==> src/rtl/fft_pkg.sv <==
// Shared constants, state encoding and the bit-reversal helper for the FFT input path.
package fft_pkg;

    localparam int BIT_WIDTH_DEF = 32;
    localparam int N_DEF         = 16;
    localparam int SIZE_DEF      = 4;

    typedef enum logic [2:0] {
        ST_COLLECT = 3'b001,
        ST_PRIME   = 3'b010,
        ST_DRAIN   = 3'b100
    } state_e;

    // Reverse the low 'size' bits of k; higher bits of k are ignored.
    function automatic logic [31:0] bitrev(input logic [31:0] k, input int size);
        logic [31:0] r;
        for (int i = 0; i < 32; i++) begin
            r[31-i] = k[i];
        end
        return r >> (32 - size);
    endfunction

endpackage

==> src/rtl/fft_sample_ram.sv <==
// Simple dual-port sample RAM: one write port, one read port with enable and a 1-cycle registered read.
module fft_sample_ram #(
    parameter int WIDTH = 64,
    parameter int DEPTH = 16,
    parameter int AW    = 4
) (
    input  logic             clk,
    input  logic             rst_n,
    input  logic             we_i,
    input  logic [AW-1:0]    waddr_i,
    input  logic [WIDTH-1:0] wdata_i,
    input  logic             re_i,
    input  logic [AW-1:0]    raddr_i,
    output logic [WIDTH-1:0] rdata_o
);

    logic [WIDTH-1:0] mem_q [DEPTH];
    logic [WIDTH-1:0] rdata_q;

    always_ff @(posedge clk) begin
        if (we_i) begin
            mem_q[waddr_i] <= wdata_i;
        end
    end

    // Only the read register is reset so the downstream data outputs start at zero.
    always_ff @(posedge clk or negedge rst_n) begin
        if (!rst_n) begin
            rdata_q <= '0;
        end else if (re_i) begin
            rdata_q <= mem_q[raddr_i];
        end
    end

    assign rdata_o = rdata_q;

endmodule

==> src/rtl/bit_reverse_buffer.sv <==
// Collects one N-point frame into bit-reversed RAM slots, then streams it out in natural
// address order over valid/ready so the FFT sees bit-reversed input order.
module bit_reverse_buffer
    import fft_pkg::*;
#(
    parameter int bit_width = BIT_WIDTH_DEF,
    parameter int N         = N_DEF,
    parameter int SIZE      = SIZE_DEF
) (
    input  logic                 clk,
    input  logic                 rst_n,
    input  logic                 en_i,
    input  logic [bit_width-1:0] Re_i,
    input  logic [bit_width-1:0] Im_i,
    output logic                 out_valid_o,
    input  logic                 out_ready_i,
    output logic [bit_width-1:0] Re_o,
    output logic [bit_width-1:0] Im_o,
    output logic [SIZE-1:0]      idx_o,
    output logic                 last_o,
    output logic                 busy_o,
    output logic                 overflow_o
);

    localparam logic [SIZE:0] LAST_CNT = (SIZE+1)'(N - 1);

    state_e                 state_q, state_d;
    logic [SIZE:0]          wr_cnt_q, wr_cnt_d;
    logic [SIZE:0]          rd_cnt_q, rd_cnt_d;
    logic                   overflow_q, overflow_d;
    logic                   fire;
    logic                   wr_en, rd_en;
    logic [SIZE-1:0]        wr_addr, rd_addr;
    logic [2*bit_width-1:0] rd_data;

    assign fire = (state_q == ST_DRAIN) && out_ready_i;

    always_ff @(posedge clk or negedge rst_n) begin
        if (!rst_n) begin
            state_q <= ST_COLLECT;
        end else begin
            state_q <= state_d;
        end
    end

    always_comb begin
        state_d = state_q;
        case (state_q)
            ST_COLLECT: if (en_i && wr_cnt_q == LAST_CNT) state_d = ST_PRIME;
            ST_PRIME:   state_d = ST_DRAIN;
            ST_DRAIN:   if (fire && rd_cnt_q == LAST_CNT) state_d = ST_COLLECT;
            default:    state_d = ST_COLLECT;
        endcase
    end

    always_ff @(posedge clk or negedge rst_n) begin
        if (!rst_n) begin
            wr_cnt_q   <= '0;
            rd_cnt_q   <= '0;
            overflow_q <= 1'b0;
        end else begin
            wr_cnt_q   <= wr_cnt_d;
            rd_cnt_q   <= rd_cnt_d;
            overflow_q <= overflow_d;
        end
    end

    // The read for the next index is issued on the accepting edge so back-to-back
    // transfers stream one sample per clock; a stalled transfer leaves the read register alone.
    always_comb begin
        wr_cnt_d   = wr_cnt_q;
        rd_cnt_d   = rd_cnt_q;
        overflow_d = overflow_q;
        wr_en      = 1'b0;
        rd_en      = 1'b0;
        rd_addr    = '0;
        wr_addr    = SIZE'(bitrev(32'(wr_cnt_q[SIZE-1:0]), SIZE));
        case (state_q)
            ST_COLLECT: begin
                if (en_i) begin
                    wr_en    = 1'b1;
                    wr_cnt_d = (wr_cnt_q == LAST_CNT) ? '0 : wr_cnt_q + (SIZE+1)'(1);
                end
            end
            ST_PRIME: begin
                rd_en    = 1'b1;
                rd_addr  = '0;
                rd_cnt_d = '0;
            end
            ST_DRAIN: begin
                if (fire) begin
                    if (rd_cnt_q == LAST_CNT) begin
                        rd_cnt_d = '0;
                    end else begin
                        rd_en    = 1'b1;
                        rd_addr  = rd_cnt_q[SIZE-1:0] + SIZE'(1);
                        rd_cnt_d = rd_cnt_q + (SIZE+1)'(1);
                    end
                end
            end
            default: ;
        endcase
        if (en_i && state_q != ST_COLLECT) begin
            overflow_d = 1'b1;
        end
    end

    always_comb begin
        busy_o      = (state_q != ST_COLLECT);
        out_valid_o = (state_q == ST_DRAIN);
        last_o      = (state_q == ST_DRAIN) && (rd_cnt_q == LAST_CNT);
        idx_o       = rd_cnt_q[SIZE-1:0];
        Re_o        = rd_data[2*bit_width-1:bit_width];
        Im_o        = rd_data[bit_width-1:0];
        overflow_o  = overflow_q;
    end

    fft_sample_ram #(
        .WIDTH(2 * bit_width),
        .DEPTH(N),
        .AW   (SIZE)
    ) u_ram (
        .clk    (clk),
        .rst_n  (rst_n),
        .we_i   (wr_en),
        .waddr_i(wr_addr),
        .wdata_i({Re_i, Im_i}),
        .re_i   (rd_en),
        .raddr_i(rd_addr),
        .rdata_o(rd_data)
    );

endmodule
==> config.mk <==
export PLATFORM = sky130hd
export DESIGN_NAME = bit_reverse_buffer
export DESIGN_NICKNAME = d
export VERILOG_FILES = /design/src/rtl/fft_pkg.sv /design/src/rtl/fft_sample_ram.sv /design/src/rtl/bit_reverse_buffer.sv
export SDC_FILE = /design/constraint.sdc
export NUM_CORES = 1
export LEC_CHECK = 0
export CAP_MARGIN = 20
export CELL_PAD_IN_SITES_DETAIL_PLACEMENT = 2
export CELL_PAD_IN_SITES_GLOBAL_PLACEMENT = 2
export CORE_AREA = 2 2 407 409
export DETAILED_ROUTE_END_ITERATION = 12
export DIE_AREA = 0 0 409 411
export PLACE_DENSITY = 0.62
export SLEW_MARGIN = 5
export SYNTH_ARGS = -nofsm -noshare
export SYNTH_HDL_FRONTEND = slang
export SYNTH_SLANG_ARGS = --single-unit
==> constraint.sdc <==
create_clock -name clk -period 8.1 [get_ports clk]
set_input_delay 1.62 -clock clk [delete_from_list [all_inputs] [get_ports clk]]
set_output_delay 1.62 -clock clk [all_outputs]
set_load 0.05 [all_outputs]
==> results.txt, run 1 <==
Endpoints failing setup: 0
Number of DRC markers in iteration 0: 1895
Crit path max fanout: 35
Core box area: 0.1639 sq mm
Sequential element share of the synthesized area: 74.23%
Clock slew seen by the registers of the worst setup and hold paths: 0.06 ns
Chip width: 409 um
Final Hold Viols: 0
Synth area leader: edfxtp_1
Startpoint Class: register
Routed Antenna Nets: 0
Share of cells above drive strength 1: 12.81%
Area contributors post-synth: edfxtp_1 70%, o211ai_1 4.7%, dfrtp_1 4.4%
Routability cong.: 0.7166
Worst skew pair latency: 0.74 ns
H-tree depth: 3
Via density: 5.102
Hpwl dp: 77.88 mm
Worst path max stage delay: 0.87 ns
Root buf cell: clkbuf_16
Final Cycle Share: 71.52%
Max_cap viols: 0
Ys async rst share: 7.078%
Residual DRC: 0
DR pass1 iterations: 5
Tmin final: 5.793 ns
Vias in the first global route: 29090
Worst slew margin: 25.43%
Boundary Pins: 140
Clock Path Buffers: 3
Final net count: 2981
Hold Buf Count CTS: 0
Overflow after GRT: 0
CTS tree: yes
PwrDens: 255.6 mW/mm^2
Synth cell count leaders: 1024 x edfxtp_1, 275 x o211ai_1, 274 x nand2_1, 182 x mux2i_1, 140 x o21ai_0
Cts repair resizes: 0
Postcts setup bufs: 0
Cell breakdown of the critical path: ha_1 > nand4b_4 > nor3_1 > clkdlybuf4s50_1
Layout Skew: 0.02715 ns
Syn avg cell area: 15.73 sq um
Mapped Cells: 2801
Pin count of the biggest net entering global routing: 132
RSZ-0062 raised after global routing: no
Slowest CP cell: clkdlybuf4s50_1
Most frequent cell after synthesis: edfxtp_1
Initial core utilization: 26.88%
Fin area: 0.05172 sq mm
YS warnings: 0
Status: finished clean
# clock sinks: 1102
DR vias: 26550
WL/cell: 27.62 um
Top FF cell, synth: edfxtp_1
Placed Area: 0.04793 sq mm
Fin Setup TNS: 0 ns
Layout area overhead: 17.40%
CTS buffer count: 119
Worst-Margin Slew: 1.119 ns
First-pass GRT wire length: 208.9 mm
Number of port buffers: 139
Rows: 149
Peak VDD IR: 168.5 uV
Initial antenna violation count: 9
Kind of critical path: reg2out
EDFF count, synth: 1024
Total track usage: 16.78%
Syn Nets: 2874
R2r setup slk: 2.80 ns
CP Capture Type: output pin
DIE AREA: 0.1681 sq mm
Die H: 411 um
Final wirelength: 143.7 mm
Slew Limit Fails: 0
Synthesized area: 0.04405 sq mm
Count of different cell masters after synthesis: 61
Hold Path Class: reg2reg
Synth top area share: 69.80%
Crit path DAT: 4.17 ns
F_max: 172.6 MHz
Total leakage power: 15.80 nW
Required time worst endpoint: 6.48 ns
Flops & latches, synth: 1102
## report_power, final
part	switching (mW)	total (mW)	internal, mW
clock	2.28	5.34	3.06
combinational	0.730	0.949	0.219
sequential	0.149	6.93	6.78
## layout by cell type (no fill, tap or decap), types with 66 or more instances in the layout
master,instances
edfxtp_1,1024
o211ai_1,275
nand2_1,273
mux2i_1,182
o21ai_0,140
clkdlybuf4s50_1,138
clkbuf_16,121
mux2_2,119
a21oi_1,78
nand4_1,76
dfrtp_1,76
buf_4,66
## sequential cells by signal, summed over array words and instances, names as in the netlist
| signal | flops |
|---|---|
| u_ram.mem_q | 1024 |
| rd_cnt_q | 5 |
| wr_cnt_q | 5 |
| u_ram.rdata_o | 64 |
| state_q | 3 |
| overflow_o | 1 |
## area by class of cell
| class | count | area (sq um) |
|---|---|---|
| antenna | 1 | 2.502 |
| fill | 16680 | 112200 |
| tap | 2189 | 2739 |
| timing repair buffer | 208 | 1956 |
| inverter | 15 | 57.56 |
| multi-input combinational | 1462 | 10500 |
| sequential | 1102 | 32710 |
| clock buffer | 166 | 3237 |
| clock inverter | 61 | 519.2 |
## worst paths after layout
path	start	end	cells after the start
max	rd_cnt_q[0]	last_o	4
min reg2reg	overflow_o	overflow_o	1
min	overflow_o	overflow_o	1
min in group asynchronous	rst_n	overflow_o	1
max in group asynchronous	rst_n	u_ram.rdata_o[36]	3
max reg2reg	rd_cnt_q[0]	u_ram.rdata_o[43]	8
## through the flow
step / utilization, % / instances / hold slack (ns) / setup WS [ns] / total power [mW]
6_report: 31.56 / 5204 / 0.4642 / 2.307 / 13.22
5_1_grt: 31.56 / 5204 / 0.4813 / 2.059 / 13.65
4_1_cts: 31.54 / 5202 / 0.4676 / 2.129 / 13.37
3_5_place_dp: 29.25 / 4975 / 0.4522 / 2.620 / 8.025
3_3_place_gp: 29.24 / 4974 / 0.4382 / 2.774 / 7.970
2_1_floorplan: - / 2801 / 0.4571 / 1.117 / 7.486
## kinds of logic (layout without fill, tap and decap cells)
group,Yosys count,after routing,share of synthesized area [%]
compound gates,666,666,10.55
xor+xnor,6,6,0.1193
fa+ha+maj,5,5,0.1420
buf+inv,237,450,2.428
flops,1102,1102,74.23
mux,308,308,7.356
other cells,0,1,0
simple gates,477,477,5.169
## critical path: cells and delay by family (launching register included)
kind,cells,cell delay (ns)
flops,1,0.77
buf+inv,1,0.87
fa+ha+maj,1,0.51
simple gates,2,1.28
## per-layer routing
metal	vias up	GRT usage, %	share of wire, %
met1	14390	21.99	44
met4	6	4.632	2.3
met2	590	29.02	50
li1	11360	-	-
met3	209	2.244	3.7
met5	-	0	0.028
Power figures use the tool's default switching activity.
==> run 2, diff against run 1 <==
Settings changed: PLACE_DENSITY 0.62 to 0.64.
Clock period 8.1 ns to 4.75 ns, I/O delays scaled along.
==> run 2 against run 1 <==
Global-route usage grew 0.26 points. Largest power group unchanged. Critical path type unchanged. Combinational power rose by 80%. Via count decreased by 0.18%. Routed wire length rose by 1.1%. Final cell count rose by 0.13%. Die area stayed put. Highest routed layer unchanged. Critical path depth decreased by 2. First-iteration DRC count grew 10%.
==> results.txt, run 2 (synthesis gave the netlist of run 1 again) <==
Critical path depth: 2
Clock power share: 40.6%
Total leakage power: 16.03 nW
Routability cong.: 0.7050
Worst-Margin Slew: 1.174 ns
Slew Limit Fails: 0
Reg2reg path depth: 6
Root buf cell: clkbuf_16
Commonest non-fill, non-tap cell in the layout: edfxtp_1
Number of DRC markers in iteration 0: 2086
Chip width: 409 um
Cts repair resizes: 0
Pre-CTS WS: 0.5800 ns
Final worst slack: 0.7875 ns
Total track usage: 17.04%
Hold Buf Count CTS: 0
Total Power: 22.80 mW
Via density: 5.086
Switching Power: 5.463 mW
Min Hold Slack: 0.2645 ns
Placed insts: 4984
Most frequent cells in the layout: 1024 x edfxtp_1, 275 x o211ai_1, 273 x nand2_1
DR pass1 iterations: 5
Cell breakdown of the critical path: buf_4 > clkdlybuf4s50_1
Fin area: 0.05235 sq mm
Die H: 411 um
Largest delay share family, worst path: buffers and inverters
Pin count of the biggest net entering global routing: 161
RSZ-0062 raised after global routing: no
Required time worst endpoint: 3.80 ns
Status: finished clean
Rows: 149
Clock slew seen by the registers of the worst setup and hold paths: 0.06 ns
Kind of critical path: reg2out
Postcts setup bufs: 0
Number of port buffers: 139
Worst skew pair latency: 0.75 ns
CTS buffer count: 120
Worst Path Buf+Inv: 2
Placed Area: 0.04847 sq mm
Switch share: 23.96%
Max_cap viols: 0
F_max: 252.4 MHz
Fillers: 16570
Crit path DAT: 3.01 ns
Layout area overhead: 18.82%
Hpwl dp: 77.28 mm
Final wirelength: 145.3 mm
Layout Skew: 0.03616 ns
Routed Antenna Nets: 0
Final Hold Viols: 0
CTS tree: yes
Top sig layer: met5
Max reg flops: 1024
Met1 WL: 62.61 mm
Crit path max fanout: 32
Worst path max stage delay: 1.06 ns
Residual DRC: 0
Peak VDD IR: 289.3 uV
Boundary Pins: 140
Wire length on met2: 74.26 mm
Overflow after GRT: 0
H-tree depth: 3
Worst slew margin: 21.46%
Startpoint Class: register
Combinational share of power: 7.5%
PwrDens: 435.6 mW/mm^2
Final Cycle Share: 83.42%
Share of cells above drive strength 1: 13.34%
# clock sinks: 1102
Sequential Power Share: 51.9%
Initial core utilization: 26.88%
Endpoints failing setup: 0
Tmin final: 3.963 ns
Initial antenna violation count: 9
Clock Path Buffers: 3
CP Capture Type: output pin
DR vias: 26500
Final net count: 2990
Internal Pwr Total: 17.34 mW
First-pass GRT wire length: 211.5 mm
Final Non-Filler Cells: 5211
WL/cell: 27.88 um
Register with the most flip-flops: u_ram.mem_q
Vias in the first global route: 29490
DIE AREA: 0.1681 sq mm
Core box area: 0.1639 sq mm
Met3 wire len: 5.191 mm
Slowest CP cell: clkdlybuf4s50_1
Hold Path Class: in2async
## run 2: metal layers
layer	vias to the layer above	GRT usage, %
met2	567	30.42
met5	-	0
met1	14360	21.52
li1	11370	-
met3	205	2.206
met4	4	4.829
## run 2: through the flow
step	utilization [%]	TNS, ns
finish	31.94	0
global route	31.94	0
CTS	31.94	0
detailed placement	29.58	0
global placement	29.58	0
floorplan	-	-295.55
## run 2: power groups by stage
stage          sequential [mW]  clock [mW]  combinational (mW)
6_report                  11.8        9.26                1.71
5_1_grt                   11.9        9.81                1.84
4_1_cts                   11.8        9.47                1.75
3_5_place_dp              12.0           0                1.75
3_3_place_gp              12.0           0                1.70
2_1_floorplan             12.1           0               0.676
## run 2: worst paths after layout
path / to / slack (ns) / start
max: idx_o[0] / 0.79 / rd_cnt_q[0]
min: overflow_o / 0.26 / rst_n
max reg2reg: u_ram.rdata_o[61] / 1.13 / rd_cnt_q[0]
min reg2reg: overflow_o / 0.47 / overflow_o
max in group asynchronous: u_ram.rdata_o[10] / 3.63 / rst_n
min in group clk: overflow_o / 0.47 / overflow_o
## run 2: area by class of cell
class                           count  area [sq um]  share of cell area (%)
Clock inverter                     49         464.2                  0.8868
Inverter                           15         57.56                  0.1100
Clock buffer                      176          3408                   6.511
Timing Repair Buffer              216          2440                   4.661
Sequential cell                  1102         32710                   62.48
Tap cell                         2189          2739                   5.232
Multi-Input combinational cell   1462         10530                   20.11
Antenna cell                        2         5.005                0.009561
